<file path="src/rtl/two_bit_output_seq_generator.sv">
`default_nettype none
// ---------------------------------------------------------------------------
// | Module   : two_bit_output_seq_generator                                 |
// | Brief    : Serialises a fixed pattern, repeated 1..16 times, into 2-bit |
// |            symbols (earlier bit in data_out[1]) with optional lead pad. |
// | Revision : 1.0 - initial release                                        |
// ---------------------------------------------------------------------------
module two_bit_output_seq_generator #(
  parameter int              PAT_W    = 7,
  parameter logic [PAT_W-1:0] PATTERN = 7'b1011001,
  parameter logic            PAD_BIT  = 1'b0,
  parameter logic [1:0]      IDLE_SYM = 2'b00
) (
  input  logic       clk,
  input  logic       rst_n,
  input  logic       start,
  input  logic       offset,
  input  logic [3:0] repeat_cnt,
  output logic [1:0] data_out,
  output logic       data_valid,
  output logic       busy,
  output logic       done
);

  localparam int c_IDX_W = $clog2(PAT_W);
  localparam int c_CNT_W = $clog2(1 + PAT_W * 16 + 2);

  typedef enum logic [1:0] {
    ST_IDLE = 2'd0,
    ST_SEND = 2'd1,
    ST_DONE = 2'd2
  } state_t;

  state_t               r_state;
  logic                 r_lead;
  logic [c_IDX_W-1:0]   r_idx;
  logic [c_CNT_W-1:0]   r_left;

  state_t               w_state_nxt;
  logic                 w_accept;
  logic                 w_src_lead;
  logic [c_IDX_W-1:0]   w_src_idx;
  logic [c_CNT_W-1:0]   w_src_left;
  logic                 w_lead;
  logic [c_IDX_W-1:0]   w_idx;
  logic [c_CNT_W-1:0]   w_left;
  logic [1:0]           w_sym;
  logic                 w_lead_nxt;
  logic [c_IDX_W-1:0]   w_idx_nxt;
  logic [c_CNT_W-1:0]   w_left_nxt;
  logic [1:0]           w_data_nxt;
  logic                 w_valid_nxt;
  logic                 w_busy_nxt;
  logic                 w_done_nxt;

  // An accepted start feeds the freshly latched stream description straight
  // into the symbol builder so the first symbol is registered on the accept edge.
  assign w_accept   = (r_state != ST_SEND) && start;
  assign w_src_lead = w_accept ? offset : r_lead;
  assign w_src_idx  = w_accept ? c_IDX_W'(PAT_W - 1) : r_idx;
  assign w_src_left = w_accept ? c_CNT_W'(PAT_W) * (c_CNT_W'(repeat_cnt) + c_CNT_W'(1))
                               : r_left;

  always_comb begin
    w_lead = w_src_lead;
    w_idx  = w_src_idx;
    w_left = w_src_left;
    w_sym  = IDLE_SYM;
    for (int b = 1; b >= 0; b--) begin
      if (w_lead) begin
        w_sym[b] = PAD_BIT;
        w_lead   = 1'b0;
      end else if (w_left != '0) begin
        w_sym[b] = PATTERN[w_idx];
        w_idx    = (w_idx == '0) ? c_IDX_W'(PAT_W - 1) : w_idx - c_IDX_W'(1);
        w_left   = w_left - c_CNT_W'(1);
      end else begin
        w_sym[b] = PAD_BIT;
      end
    end
  end

  always_comb begin
    w_state_nxt = r_state;
    w_lead_nxt  = r_lead;
    w_idx_nxt   = r_idx;
    w_left_nxt  = r_left;
    w_data_nxt  = IDLE_SYM;
    w_valid_nxt = 1'b0;
    w_busy_nxt  = 1'b0;
    w_done_nxt  = 1'b0;
    case (r_state)
      ST_IDLE, ST_DONE: begin
        if (start) begin
          w_state_nxt = ST_SEND;
          w_lead_nxt  = w_lead;
          w_idx_nxt   = w_idx;
          w_left_nxt  = w_left;
          w_data_nxt  = w_sym;
          w_valid_nxt = 1'b1;
          w_busy_nxt  = 1'b1;
        end else begin
          w_state_nxt = ST_IDLE;
        end
      end
      ST_SEND: begin
        if (!r_lead && (r_left == '0)) begin
          w_state_nxt = ST_DONE;
          w_done_nxt  = 1'b1;
        end else begin
          w_lead_nxt  = w_lead;
          w_idx_nxt   = w_idx;
          w_left_nxt  = w_left;
          w_data_nxt  = w_sym;
          w_valid_nxt = 1'b1;
          w_busy_nxt  = 1'b1;
        end
      end
      default: w_state_nxt = ST_IDLE;
    endcase
  end

  always_ff @(posedge clk or negedge rst_n) begin
    if (!rst_n) begin
      r_state    <= ST_IDLE;
      r_lead     <= 1'b0;
      r_idx      <= '0;
      r_left     <= '0;
      data_out   <= IDLE_SYM;
      data_valid <= 1'b0;
      busy       <= 1'b0;
      done       <= 1'b0;
    end else begin
      r_state    <= w_state_nxt;
      r_lead     <= w_lead_nxt;
      r_idx      <= w_idx_nxt;
      r_left     <= w_left_nxt;
      data_out   <= w_data_nxt;
      data_valid <= w_valid_nxt;
      busy       <= w_busy_nxt;
      done       <= w_done_nxt;
    end
  end

endmodule
`default_nettype wire
</file>
<file path="config.mk">
export PLATFORM = sky130hd
export DESIGN_NAME = two_bit_output_seq_generator
export DESIGN_NICKNAME = d
export VERILOG_FILES = /design/src/rtl/two_bit_output_seq_generator.sv
export SDC_FILE = /design/constraint.sdc
export NUM_CORES = 1
export LEC_CHECK = 0
export CAP_MARGIN = 40
export CORE_ASPECT_RATIO = 1.25
export CORE_MARGIN = 5
export CORE_UTILIZATION = 60
export DETAILED_ROUTE_END_ITERATION = 12
export PLACE_DENSITY_LB_ADDON = 0.05
export SETUP_SLACK_MARGIN = 0.2
export SYNTH_ARGS = -nofsm -noshare
export SYNTH_HDL_FRONTEND = slang
export SYNTH_SLANG_ARGS = --single-unit
</file>
<file path="constraint.sdc">
create_clock -name clk -period 6.4 [get_ports clk]
set_clock_uncertainty 0.15 [all_clocks]
set_input_delay 1.28 -clock clk [delete_from_list [all_inputs] [get_ports clk]]
set_output_delay 1.28 -clock clk [all_outputs]
set_load 0.02 [all_outputs]
</file>
==> flow_summary.json, run 1 <==
{
  "cp_data_arrival_time_ns": 6.09,
  "coreArea_um2": 2918,
  "hold_buffers": 0,
  "antenna_left": 0,
  "die_h_um": 71.29,
  "fin_crit_ns": 5.994,
  "cp.required_ns": 6.50,
  "worst_setup_path_start_kind": "primary input",
  "total_power_uw": 1125,
  "gr-usage-all-layers_pct": 22.34,
  "hp-start": "r_idx[2]",
  "min_path_cells": 2,
  "period_share_pct": 93.66,
  "tightest_slew_ns": 0.7410,
  "critPathMaxFanout": 8,
  "drive_gt1_share_pct": 12.95,
  "r2r_cells": 15,
  "status": "complete, no violations",
  "rsz0062_at_grt": "no",
  "clk_latency_ns": 0.31,
  "r2r-end": "r_left[1]",
  "vdd_ir_drop_max_mv": 0.4460,
  "synth_edf_count": 0,
  "synth_cells": 208,
  "yosysSeqAreaShare_pct": 22.21,
  "via_per_inst": 6.181,
  "final_common_cell": "nand2_1",
  "die_area_um2": 4208,
  "dp_hpwl_um": 3538,
  "hold_path_class": "reg2reg",
  "regArea_um2": 400.4,
  "synth-warning-count": 0,
  "synth_top_area_cell": "dfrtp_1",
  "netlist.area_leader.share_pct": 22.21,
  "nets": 253,
  "synth_fp_nets": 236,
  "min_to": "r_idx[2]",
  "n_fill_cell": 245,
  "p_leak_uw": 0.0009372,
  "drv_slew": 0,
  "powerDensity_nw_per_um2": 564.5,
  "hold_viol": 0,
  "die_w_um": 59.03,
  "worstSetupEndpointType": "flop",
  "antenna_cells": 0,
  "critPathLaunch": "repeat_cnt[0]",
  "clk_pin_slew_ns": 0.11,
  "timing.slew.headroom_pct": 50.44,
  "slowest_delay_ns": 0.61,
  "io_pins": 13,
  "antenna_found_initial": 0,
  "drt_first_iter_violations": 76,
  "final_cell_mix": "nand2_1, nor2_1, ha_1",
  "post-place-ws_ns": 0.03329,
  "cts.htree.levels": 1,
  "path_common_cell": "ha_1",
  "overflow": 0,
  "clockRootBuffer": "clkbuf_4",
  "path_cells": "clkdlybuf4s50_1 > inv_1 > ha_1 > fa_1 > inv_1 > ha_1 > a211oi_1 > nor2_1 > o2111ai_1 > a22oi_4 > buf_4 > or3b_2 > a21oi_1 > ha_1 > ha_1 > mux2_4 > o21ai_1",
  "grt_start_max_net_pins": 18,
  "netlist_area_um2": 1803,
  "fmax_mhz": 166.8,
  "avgSynthCellArea_um2": 8.668,
  "drcViolationCount": 0,
  "synth_cell_type_count": 56,
  "crit_path_top_delay_cell": "clkdlybuf4s50_1",
  "critical_path.top_delay_family": "adder cells",
  "async_flop_share_pct": 100.0,
  "routedWlPerCell_um": 17.11,
  "multiInputGateArea_um2": 1279,
  "synthToLayoutAreaGrowth_pct": 10.55,
  "clock_path_buffers": 2,
  "synth_area_leaders": "dfrtp_1, ha_1, xnor2_1",
  "timing.rr.start": "r_state[1]",
  "grt_pass1_wl_um": 7362,
  "dr.pass1.iters": 4,
  "fin_ws_ns": 0.4056,
  "drv_cap": 0,
  "finalSetupTns_ns": 0,
  "vias": 1607,
  "start_util_pct": 61.79,
  "finalWeightedCongestion": 0.9250,
  "floorplan.rows": 22,
  "tritoncts": "built",
  "portBuffers": 12,
  "path_class": "in2reg",
  "cts_made_buffers": 3,
  "crit_buf_inv": 4,
  "r2r_slack_ns": 2.36,
  "synth-seq-cells": 16,
  "clkSinkCount": 16,
  "synth_top_flop_cell": "dfrtp_1",
  "setup_viol": 0,
  "utilization_pct": 68.31,
  "grt_pass1_vias": 1647,
  "wirelength_um": 4449
}
[cells in the mapped netlist, types with 2 or more instances]
| cell type | number |
|---|---|
| mux2i_1 | 4 |
| or3_1 | 3 |
| xor2_1 | 6 |
| a21o_1 | 4 |
| nor3_1 | 3 |
| nand2b_1 | 2 |
| inv_1 | 16 |
| a31oi_1 | 2 |
| and3_1 | 3 |
| xnor2_1 | 12 |
| nor3b_1 | 3 |
| fa_1 | 3 |
| a21boi_0 | 3 |
| ha_1 | 17 |
| nand4_1 | 2 |
| nor2_1 | 17 |
| nor4_1 | 2 |
| a21oi_1 | 10 |
| mux2_2 | 3 |
| a211oi_1 | 4 |
| mux2_4 | 3 |
| buf_4 | 3 |
| buf_6 | 4 |
| dfrtp_1 | 16 |
| o21ai_2 | 2 |
| o21ai_0 | 7 |
| nand2_1 | 20 |
| or2_2 | 2 |
| nand3_1 | 5 |
[final cells by class]
class                   instances  share of cell area [%]
multi-input cells             169                   64.16
flip-flops and latches         16                   20.09
repair buffers                 19                   8.663
inverters                      16                   3.013
well taps                      36                   2.260
clock buffers                   4                   1.820
[flip-flops by register name, summed over array words and instances, names as in the netlist]
register and count:
done 1, r_state 2, data_out 2, r_left 7, r_idx 3, busy 1
[cells by family after synthesis]
group / synth area share [%]
and+or+nand+nor: 20.89
AOI/OAI and AO/OA: 19.36
buffers and inverters: 7.078
xor gates and xnor gates: 8.744
muxes: 6.592
adders and majority gates: 15.13
DFF: 22.21
[through the flow]
| step | cell area, um^2 | cells | hold slack, ns |
|---|---|---|---|
| 2_1_floorplan | 1803 | 208 | 0.3025 |
| 3_3_place_gp | 1953 | 256 | 0.3221 |
| 3_5_place_dp | 1953 | 256 | 0.3382 |
| 4_1_cts | 1989 | 260 | 0.3636 |
| 5_1_grt | 1993 | 260 | 0.4035 |
| 6_report | 1993 | 260 | 0.3762 |
[routing by layer]
layer,track usage [%],wire length [um],up-vias
met4,10.08,107,0
li1,-,-,775
met1,24.46,1717,779
met3,1.622,158,12
met5,0,0,-
met2,42.26,2465,41
[where the power goes]
part	total, uW	switching (uW)	internal [uW]
clock network	73.0	38.1	34.8
logic	854	461	393
registers	198	43.6	154
total	1130	543	582
[repair_timing]
| item | 4_1_cts | 5_1_grt |
|---|---|---|
| buffers inserted | 0 | 0 |
| endpoints found under the setup margin | 0 | 8 |
| gates resized for setup | 0 | 1 |
| endpoints found under the hold margin | 0 | 0 |
[worst reg2reg max path: cells and delay by family, from the launching register on]
kind                     cells  cell delay [ns]
adder cells (fa/ha/maj)      2             0.41
multiplexers                 2             0.61
AO/OA/AOI/OAI                4             0.83
AND/OR/NAND/NOR              4             1.24
buffers and inverters        3             0.34
flip-flops                   1             0.38
[worst max-delay path by stage]
stage                     end  cells past startpoint
floorplan            r_idx[2]                     17
global placement    r_left[1]                     17
detailed placement   r_idx[1]                     17
CTS                 r_left[1]                     17
global route         r_idx[1]                     17
finish               r_idx[2]                     17
No activity file was read; power rests on OpenSTA's default activity.
==> run 2, diff against run 1 <==
--- a/config.mk
+++ b/config.mk
@@ -6,9 +6,11 @@
 export NUM_CORES = 1
 export LEC_CHECK = 0
 export CAP_MARGIN = 40
+export CELL_PAD_IN_SITES_DETAIL_PLACEMENT = 1
+export CELL_PAD_IN_SITES_GLOBAL_PLACEMENT = 2
 export CORE_ASPECT_RATIO = 1.25
-export CORE_MARGIN = 5
-export CORE_UTILIZATION = 60
+export CORE_MARGIN = 3
+export CORE_UTILIZATION = 39
 export DETAILED_ROUTE_END_ITERATION = 12
 export PLACE_DENSITY_LB_ADDON = 0.05
 export SETUP_SLACK_MARGIN = 0.2
==> run 2 against run 1 <==
Compared with the run above: setup slack better by 0.13 ns; highest routed layer unchanged; critical path type unchanged; combinational power up 1%; largest power group unchanged; routed wire length grew 6.9%; clock power increased by 27%.
==> flow_summary.json, run 2 (same netlist as run 1, synthesis figures left out) <==
{
  "status": "complete, no violations",
  "critPathMaxFanout": 9,
  "dr.pass1.iters": 4,
  "gr-usage-all-layers_pct": 18.99,
  "overflow": 0,
  "p_leak_uw": 0.0009486,
  "utilization_pct": 46.34,
  "tritoncts": "built",
  "drcViolationCount": 0,
  "stdcell_area_um2": 2051,
  "fin_crit_ns": 5.863,
  "final_common_cell": "nand2_1",
  "post-cts-setup-buffer-count": 0,
  "finalWeightedCongestion": 0.7904,
  "coreArea_um2": 4425,
  "timing.rr.start": "r_state[0]",
  "floorplan.rows": 27,
  "hp-start": "r_idx[2]",
  "slowest_delay_ns": 0.61,
  "setup_viol": 0,
  "clockRootBuffer": "clkbuf_8",
  "worstSetupEndpointType": "flop",
  "timing.slew.headroom_pct": 47.62,
  "largest_reg_flops": 7,
  "total_power_uw": 1159,
  "portBuffers": 12,
  "worst_setup_path_start_kind": "primary input",
  "clk_pin_slew_ns": 0.07,
  "rsz0062_at_grt": "no",
  "routedWlPerCell_um": 16.93,
  "synthToLayoutAreaGrowth_pct": 13.74,
  "cts.htree.levels": 1,
  "cp.required_ns": 6.43,
  "fmax_mhz": 170.6,
  "final_cell_mix": "nand2_1, nor2_1, ha_1",
  "regMostFlops": "r_left",
  "place_area_um2": 1973,
  "drv_cap": 0,
  "powerDensity_nw_per_um2": 565.2,
  "antenna_found_initial": 0,
  "wirelength_um": 4756,
  "r2r_slack_ns": 2.26,
  "critPathLaunch": "repeat_cnt[0]",
  "crit_path_top_delay_cell": "or4b_4",
  "clk_latency_ns": 0.25,
  "drt_first_iter_violations": 68,
  "die_area_um2": 5480,
  "drv_slew": 0,
  "clkSinkCount": 16,
  "via_per_inst": 5.516,
  "cts_made_buffers": 3,
  "grt_start_max_net_pins": 18,
  "dp_hpwl_um": 3967,
  "nets": 252,
  "die_h_um": 82.02,
  "hold_viol": 0,
  "drive_gt1_share_pct": 13.90,
  "vdd_ir_drop_max_mv": 0.3030,
  "grt_pass1_vias": 1659,
  "die_w_um": 66.82,
  "r2r-end": "r_left[1]",
  "io_pins": 13,
  "path_cells": "clkdlybuf4s50_1 > inv_1 > ha_1 > fa_1 > inv_1 > ha_1 > a21o_1 > a211oi_2 > o2111ai_2 > a22oi_4 > nor2_1 > mux2_2 > ha_1 > inv_1 > or4b_4 > mux2_4 > o21ai_2",
  "clock_path_buffers": 2,
  "cp_data_arrival_time_ns": 5.90,
  "start_util_pct": 40.74,
  "r2r_cells": 13,
  "tightest_slew_ns": 0.7832,
  "period_share_pct": 91.61,
  "crit_path_end": "r_left[1]",
  "vias": 1550,
  "grt_pass1_wl_um": 7838,
  "top_regs": "r_left: 7 flops, r_idx: 3 flops",
  "hold_path_class": "reg2reg",
  "antenna_cells": 0,
  "path_class": "in2reg",
  "antenna_left": 0
}
## run 2: cell types whose count changed in the layout (fill, tap and decap cells not counted), sizes merged
cell,delta
buf,-1
## run 2: cell type report
type,instances,area [um^2]
clock buffer,4,55.05
fill,551,2375
inverter,16,60.06
multi-input combinational,169,1297
sequential,16,400.4
tap,58,72.57
timing repair buffer,18,165.2
## run 2: metrics by stage
stage,setup WS [ns],setup TNS (ns),std cells,hold slack (ns)
2_1_floorplan,0.8111,0,208,0.3025
3_3_place_gp,0.1319,0,277,0.3190
3_5_place_dp,-0.06945,-0.2618,277,0.3380
4_1_cts,0.2305,0,281,0.3552
5_1_grt,0.2387,0,281,0.4031
6_report,0.5372,0,281,0.3615
## run 2: power breakdown
part	internal, uW	switching [uW]
sequential	155	46.7
combinational	396	469
clock	54.6	38.4
## run 2: what timing repair did
| item | in CTS | in global routing |
|---|---|---|
| resized for setup | 1 | 4 |
| cloned | 0 | 0 |
| pin swaps | 0 | 0 |
| endpoints found under the setup margin | 4 | 11 |
| hold buffers | 0 | 0 |
## run 2: worst min path at each step
stage,endpoint,cells past startpoint,slack [ns]
floorplan,r_idx[1],2,0.30
CTS,r_idx[2],2,0.36
global route,r_idx[2],2,0.40
global placement,r_idx[1],2,0.32
finish,r_idx[2],2,0.36
detailed placement,r_idx[2],2,0.34
## run 2: layer usage
layer | vias up | global-route usage [%] | wire length [um]
li1 | 769 | - | -
met1 | 761 | 21.16 | 2009
met2 | 16 | 37.10 | 2606
met3 | 4 | 2.462 | 96
met4 | 0 | 4.878 | 44
met5 | - | 0 | 0
## run 2: critical path, delay by kind of cell
family / cells / cell delay [ns]
adders and majority gates: 4 / 1.42
and+or+nand+nor: 2 / 0.71
buffers and inverters: 4 / 0.83
AOI/OAI and AO/OA: 5 / 1.05
muxes: 2 / 0.61
